### src/rtl/ahb_slave_pkg.sv
// Shared encodings for the crypto accelerator AHB slave.
package ahb_slave_pkg;

    // Transfer types
    localparam logic [1:0] HTRANS_IDLE   = 2'b00;
    localparam logic [1:0] HTRANS_BUSY   = 2'b01;
    localparam logic [1:0] HTRANS_NONSEQ = 2'b10;
    localparam logic [1:0] HTRANS_SEQ    = 2'b11;

    // Slave responses
    localparam logic [1:0] HRESP_OKAY  = 2'b00;
    localparam logic [1:0] HRESP_ERROR = 2'b01;

    // Only 32-bit transfers are supported
    localparam logic [2:0] HSIZE_WORD = 3'b010;

    // Register byte offsets
    localparam int unsigned OFF_DATA   = 32'h00;
    localparam int unsigned OFF_STATUS = 32'h04;
    localparam int unsigned OFF_CTRL   = 32'h08;
    localparam int unsigned OFF_KEY    = 32'h10;

    typedef enum logic [2:0] {
        ST_IDLE,
        ST_ACCESS,
        ST_STALL,
        ST_ERR1,
        ST_ERR2
    } state_e;

    typedef enum logic [1:0] {
        SEL_DATA,
        SEL_STATUS,
        SEL_CTRL,
        SEL_KEY
    } reg_sel_e;

endpackage

### src/rtl/ahb_key_bank.sv
// Key register bank: word writes, indexed read-back and key_load pulse.
module ahb_key_bank #(
    parameter int unsigned KEY_WORDS = 4,
    parameter int unsigned IDX_W     = 2
) (
    input  logic                      clk_i,
    input  logic                      rst_i,
    input  logic                      we_i,
    input  logic [IDX_W-1:0]          idx_i,
    input  logic [31:0]               wdata_i,
    output logic [31:0]               rdata_o,
    output logic [32*KEY_WORDS-1:0]   key_o,
    output logic                      key_load_o
);

    logic [KEY_WORDS-1:0][31:0] key_q;
    logic                       key_load_q;

    // Key words update on the completing write; key_load follows the last word
    always_ff @(posedge clk_i or posedge rst_i) begin
        if (rst_i) begin
            key_q      <= '0;
            key_load_q <= 1'b0;
        end else begin
            for (int k = 0; k < KEY_WORDS; k++) begin
                if (we_i && (idx_i == IDX_W'(k))) begin
                    key_q[k] <= wdata_i;
                end
            end
            key_load_q <= we_i && (idx_i == IDX_W'(KEY_WORDS - 1));
        end
    end

    // Read mux over the bank
    always_comb begin
        rdata_o = '0;
        for (int k = 0; k < KEY_WORDS; k++) begin
            if (idx_i == IDX_W'(k)) begin
                rdata_o = key_q[k];
            end
        end
    end

    assign key_o      = key_q;
    assign key_load_o = key_load_q;

endmodule

### src/rtl/ahb_slave_mmio.sv
// AHB slave fronting the crypto core: FIFO data port, status, control and key bank.
module ahb_slave_mmio
    import ahb_slave_pkg::*;
#(
    parameter int unsigned KEY_WORDS = 4,
    parameter int unsigned STATUS_W  = 5,
    parameter int unsigned STALL_MAX = 16,
    parameter int unsigned ADDR_W    = 8
) (
    input  logic                     HCLK,
    input  logic                     HRESET,
    input  logic                     HSEL,
    input  logic [ADDR_W-1:0]        HADDR,
    input  logic [1:0]               HTRANS,
    input  logic [2:0]               HSIZE,
    input  logic                     HWRITE,
    input  logic [31:0]              HWDATA,
    input  logic                     HREADY,
    output logic                     HREADYOUT,
    output logic [1:0]               HRESP,
    output logic [31:0]              HRDATA,
    input  logic [STATUS_W-1:0]      status,
    input  logic                     rcv_full,
    output logic                     rcv_enq,
    output logic [31:0]              rcv_data,
    input  logic                     tx_empty,
    input  logic [31:0]              tx_data,
    output logic                     tx_deq,
    output logic                     encrypt_pulse,
    output logic                     decrypt_pulse,
    output logic [32*KEY_WORDS-1:0]  key_out,
    output logic                     key_load
);

    localparam int unsigned IDX_W   = (KEY_WORDS > 1) ? $clog2(KEY_WORDS) : 1;
    localparam int unsigned CNT_W   = $clog2(STALL_MAX + 1);
    localparam int unsigned KEY_END = OFF_KEY + 4 * KEY_WORDS;

    state_e               state_q;
    reg_sel_e             sel_q;
    logic                 write_q;
    logic [IDX_W-1:0]     kidx_q;
    logic [CNT_W-1:0]     stall_cnt_q;

    logic                 accept_c;
    logic                 legal_c;
    logic                 mapped_c;
    reg_sel_e             addr_sel_c;
    logic [ADDR_W-1:0]    key_off_c;
    logic [IDX_W-1:0]     addr_kidx_c;

    logic                 busy_c;
    logic                 bp_c;
    logic                 ctrl_bad_c;
    logic                 done_c;
    logic                 timeout_c;
    logic                 key_we_c;
    logic [31:0]          key_rdata_c;
    logic [31:0]          rd_mux_c;

    // Address-phase decode and legality
    always_comb begin
        accept_c   = HSEL && HREADY && (HTRANS != HTRANS_IDLE) && (HTRANS != HTRANS_BUSY);
        key_off_c  = HADDR - ADDR_W'(OFF_KEY);
        addr_kidx_c = IDX_W'(key_off_c >> 2);
        addr_sel_c = SEL_DATA;
        mapped_c   = 1'b1;
        if (HADDR == ADDR_W'(OFF_DATA)) begin
            addr_sel_c = SEL_DATA;
        end else if (HADDR == ADDR_W'(OFF_STATUS)) begin
            addr_sel_c = SEL_STATUS;
        end else if (HADDR == ADDR_W'(OFF_CTRL)) begin
            addr_sel_c = SEL_CTRL;
        end else if ((32'(HADDR) >= OFF_KEY) && (32'(HADDR) < KEY_END)) begin
            addr_sel_c = SEL_KEY;
        end else begin
            mapped_c = 1'b0;
        end
        legal_c = mapped_c && (HSIZE == HSIZE_WORD) && (HADDR[1:0] == 2'b00)
                  && !((addr_sel_c == SEL_STATUS) && HWRITE);
    end

    // Data-phase status: back-pressure, bad CTRL write, completion
    always_comb begin
        busy_c     = (state_q == ST_ACCESS) || (state_q == ST_STALL);
        bp_c       = busy_c && (sel_q == SEL_DATA) && (write_q ? rcv_full : tx_empty);
        ctrl_bad_c = (state_q == ST_ACCESS) && (sel_q == SEL_CTRL) && write_q
                     && (HWDATA[1:0] == 2'b11);
        done_c     = busy_c && !bp_c && !ctrl_bad_c;
        timeout_c  = (stall_cnt_q == CNT_W'(STALL_MAX - 1));
        key_we_c   = done_c && write_q && (sel_q == SEL_KEY);
    end

    // Read-data selection for the current data phase
    always_comb begin
        rd_mux_c = '0;
        case (sel_q)
            SEL_DATA:   rd_mux_c = tx_data;
            SEL_STATUS: rd_mux_c = 32'(status);
            SEL_KEY:    rd_mux_c = key_rdata_c;
            default:    rd_mux_c = '0;
        endcase
    end

    // Bus response and core strobes, all qualified by the data-phase state
    always_comb begin
        HREADYOUT     = !(bp_c || ctrl_bad_c || (state_q == ST_ERR1));
        HRESP         = ((state_q == ST_ERR1) || (state_q == ST_ERR2) || ctrl_bad_c)
                        ? HRESP_ERROR : HRESP_OKAY;
        HRDATA        = (done_c && !write_q) ? rd_mux_c : '0;
        rcv_enq       = done_c && write_q && (sel_q == SEL_DATA);
        rcv_data      = rcv_enq ? HWDATA : '0;
        tx_deq        = done_c && !write_q && (sel_q == SEL_DATA);
        encrypt_pulse = done_c && write_q && (sel_q == SEL_CTRL) && HWDATA[0];
        decrypt_pulse = done_c && write_q && (sel_q == SEL_CTRL) && HWDATA[1];
    end

    // Transfer FSM with stall counter and captured address-phase fields
    always_ff @(posedge HCLK or posedge HRESET) begin
        if (HRESET) begin
            state_q     <= ST_IDLE;
            sel_q       <= SEL_DATA;
            write_q     <= 1'b0;
            kidx_q      <= '0;
            stall_cnt_q <= '0;
        end else begin
            case (state_q)
                ST_ERR1: state_q <= ST_ERR2;
                default: begin
                    if (ctrl_bad_c) begin
                        state_q <= ST_ERR2;
                    end else if (bp_c) begin
                        if (timeout_c) begin
                            state_q     <= ST_ERR1;
                            stall_cnt_q <= '0;
                        end else begin
                            state_q     <= ST_STALL;
                            stall_cnt_q <= stall_cnt_q + CNT_W'(1);
                        end
                    end else begin
                        stall_cnt_q <= '0;
                        if (accept_c) begin
                            state_q <= legal_c ? ST_ACCESS : ST_ERR1;
                            sel_q   <= addr_sel_c;
                            write_q <= HWRITE;
                            kidx_q  <= addr_kidx_c;
                        end else begin
                            state_q <= ST_IDLE;
                        end
                    end
                end
            endcase
        end
    end

    ahb_key_bank #(
        .KEY_WORDS (KEY_WORDS),
        .IDX_W     (IDX_W)
    ) u_key_bank (
        .clk_i      (HCLK),
        .rst_i      (HRESET),
        .we_i       (key_we_c),
        .idx_i      (kidx_q),
        .wdata_i    (HWDATA),
        .rdata_o    (key_rdata_c),
        .key_o      (key_out),
        .key_load_o (key_load)
    );

endmodule

### config.mk
export PLATFORM = sky130hd
export DESIGN_NAME = ahb_slave_mmio
export DESIGN_NICKNAME = d
export VERILOG_FILES = /design/src/rtl/ahb_slave_pkg.sv /design/src/rtl/ahb_key_bank.sv /design/src/rtl/ahb_slave_mmio.sv
export SDC_FILE = /design/constraint.sdc
export NUM_CORES = 1
export LEC_CHECK = 0
export CAP_MARGIN = 30
export CORE_MARGIN = 8
export CORE_UTILIZATION = 40
export DETAILED_ROUTE_END_ITERATION = 16
export PLACE_DENSITY = 0.75
export SLEW_MARGIN = 20
export SYNTH_ARGS = -nofsm -noshare
export SYNTH_HDL_FRONTEND = slang
export SYNTH_SLANG_ARGS = --single-unit
### constraint.sdc
create_clock -name HCLK -period 7.5 [get_ports HCLK]
set_input_delay 2.25 -clock HCLK [delete_from_list [all_inputs] [get_ports HCLK]]
set_output_delay 2.25 -clock HCLK [all_outputs]
set_load 0.01 [all_outputs]
==> results_dict.tcl <==
set metrics [dict create \
    outcome "finished clean" \
    port_buffers 286 \
    cts_buffers 17 \
    final_nets 879 \
    dr.pass1.iters 4 \
    p_comb_share_pct 26.9 \
    rr_endpoint "u_key_bank.key_o[89]" \
    ys_seq_area_share_pct 50.7 \
    p_leak_nw 4.65 \
    worstHoldPathCells 1 \
    criticalPathCategory "in2out" \
    critPathArrivalTime_ps 4210 \
    drcViolationCount 0 \
    wirelength_mm 23.8 \
    worst_pin_slew_ps 790 \
    final_common_cell "clkdlybuf4s50_1" \
    postLayoutCoreUtil_pct 61.9 \
    die_w_um 148 \
    yosysWarningCount 0 \
    num_rows 48 \
    synth_area_per_cell_um2 13.9 \
    rsz0062_at_grt "no" \
    cts_max_level 4 \
    synthDistinctLibCells 42 \
    switchingPower_w 0.000685 \
    slew_headroom_pct 47.3 \
    synth_compound_area_share_pct 5.91 \
    initial_core_util_pct 40.7 \
    finalPower_w 0.00230 \
    worst-path-max-fanout 21 \
    timing.rr.start "sel_q[0]" \
    postCtsHoldBufs 0 \
    hp-class "reg2reg" \
    power_density_nw_per_um2 216 \
    cts.sinks 142 \
    fin_crit_sh_pct 86.1 \
    synthXorXnorAreaFrac_pct 0.250 \
    netlist_area_um2 7010 \
    synth_mux_area_share_pct 31.5 \
    drt_iter0_markers 182 \
    peakVddDrop_uv 159 \
    cp_data_required_time_ps 5250 \
    synthCells 505 \
    fp.dieH_um 148 \
    tns_ps 0 \
    hpwl_mm 17.3 \
    diodes 0 \
    intPower_w 0.00162 \
    setup_viol 0 \
    final_cell_mix "286 x clkdlybuf4s50_1, 140 x dfrtp_1, 125 x mux2_2" \
    drv_cap 0 \
    worst_hold_slack_ps 518 \
    reg2reg_slack_ps 4160 \
    clock_latency_ps 420 \
    min_from "u_key_bank.key_o[73]" \
    route.vias.total 5499 \
    gp_congestion 0.792 \
    cts_setup_buffers 0 \
    grt_pass1_vias 6177 \
    synth_top_family_by_area "multiplexers" \
    cts_tree "yes" \
    synth_seq_cells 142 \
    cts_resized 0 \
    skew_ps 11.7 \
    antenna_found_initial 0 \
    grt_pass1_wl_mm 36.6 \
    syn_nets 595 \
    power_frac_clock_pct 35.7 \
    holdPathEnd "u_key_bank.key_o[73]" \
    design.portCount 289 \
    period_needed_ps 6460 \
    max_freq_mhz 155 \
    core_um2 17200 \
    wire_per_inst_um 23.2 \
    avgViaCountPerCell 5.35 \
    rr_worst_depth 5 \
    die_area_um2 22000 \
    grt_max_degree 80 \
    netSwitchingFraction_pct 29.7 \
    hold_viol 0 \
    yosys.area_share.simple_pct 8.21 \
    antenna_left 0 \
    ctsRootBufferMaster "clkbuf_16" \
    place_area_um2 10100 \
    synth_fa_ha_area_share_pct 0.179 \
    drive_above_1_share_pct 26.7 \
    p_seq_share_pct 37.4 \
    cp-end-kind "output pin" \
    startpoint_type "input port" \
    cts.path.max_buffers 2 \
    cts.reportedPaths.clkPinSlew_ps 60 \
    area_growth_pct 52.2 \
    final_area_um2 10700 \
    slew_viol_final 0 \
    grt_overflow_total 0 \
    track_usage_pct 21.8 \
]
state kept, by name, indices dropped and copies added, names as in the netlist:
name and cells:
sel_q 2, state_q 3, write_q 1, stall_cnt_q 5
u_key_bank.key_o 128, kidx_q 2, u_key_bank.key_load_o 1
worst max-delay path by stage:
| stage | startpoint | end | cells after the start |
|---|---|---|---|
| final | tx_empty | HRDATA[20] | 5 |
| after CTS | tx_empty | HRDATA[20] | 5 |
| after detailed placement | tx_empty | HRDATA[20] | 5 |
| after global routing | tx_empty | HRDATA[20] | 5 |
| after floorplan | HRESET | kidx_q[0] | 1 |
| after global placement | tx_empty | HRDATA[20] | 5 |
metal layers:
metal  track usage [%]  wire length, µm  vias up
li1                  -                -     2432
met2              37.4            12000      222
met4              7.04              459        0
met3              8.72             2300       30
met1              24.3             9080     2815
met5                 0                0        -
layout make-up:
class	count	area [µm²]
Fill cell	1291	6570
Sequential cell	142	3560
Multi-Input combinational cell	323	3250
Timing Repair Buffer	300	2980
Clock buffer	19	443
Tap cell	225	282
Clock inverter	13	139
Inverter	5	23.8
logic make-up after synthesis:
logic type | count (synthesis)
and+or+nand+nor | 96
xor gates and xnor gates | 2
AOI/OAI and AO/OA | 59
DFF | 142
muxes | 164
buffers and inverters | 40
adders and majority gates | 1
other | 1
stage by stage:
| stage | instances | setup slack [ps] |
|---|---|---|
| final | 1027 | 1040 |
| after detailed placement | 995 | 1040 |
| after CTS | 1027 | 998 |
| after floorplan | 505 | 1440 |
| after global placement | 994 | 1030 |
| after global routing | 1027 | 928 |
synth_stat cells, drive strengths merged:
cell | number | share of area, %
o21ai | 8 | 0.57
buf | 18 | 2.1
a21oi | 13 | 0.93
nand4b | 1 | 0.12
a22oi | 7 | 0.75
nor2 | 20 | 1.1
nor4 | 3 | 0.36
nand2 | 9 | 0.48
dfrtp | 142 | 51
and2 | 34 | 3.0
mux4 | 32 | 10
nor3b | 2 | 0.54
conb | 1 | 0.054
a31oi | 4 | 0.36
nor4bb | 1 | 0.14
xor2 | 1 | 0.12
a22o | 21 | 2.6
nand3b | 2 | 0.21
o41ai | 2 | 0.25
clkbuf | 17 | 0.91
o21a | 2 | 0.21
or3 | 1 | 0.089
inv | 5 | 0.27
mux2i | 1 | 0.14
mux2 | 131 | 21
nand2b | 9 | 0.80
and3 | 1 | 0.089
xnor2 | 1 | 0.12
or2 | 2 | 0.18
ha | 1 | 0.18
a21o | 2 | 0.21
nor2b | 2 | 0.18
or4b | 1 | 0.14
nor3 | 5 | 0.52
nand3 | 3 | 0.21
critical path: stages:
cell and delay (ps):
clkdlybuf4s50_1 460, nor4_2 320, buf_4 380, a22o_1 230, clkdlybuf4s50_1 550
power groups by stage:
stage	clock network (W)	logic, W	registers, W
2_1_floorplan	0	0.000357	0.000834
3_3_place_gp	0	0.000616	0.000876
3_5_place_dp	0	0.000624	0.000878
4_1_cts	0.000837	0.000628	0.000864
5_1_grt	0.000868	0.000663	0.000873
6_report	0.000823	0.000620	0.000862
(Power assumes the default switching activity.)
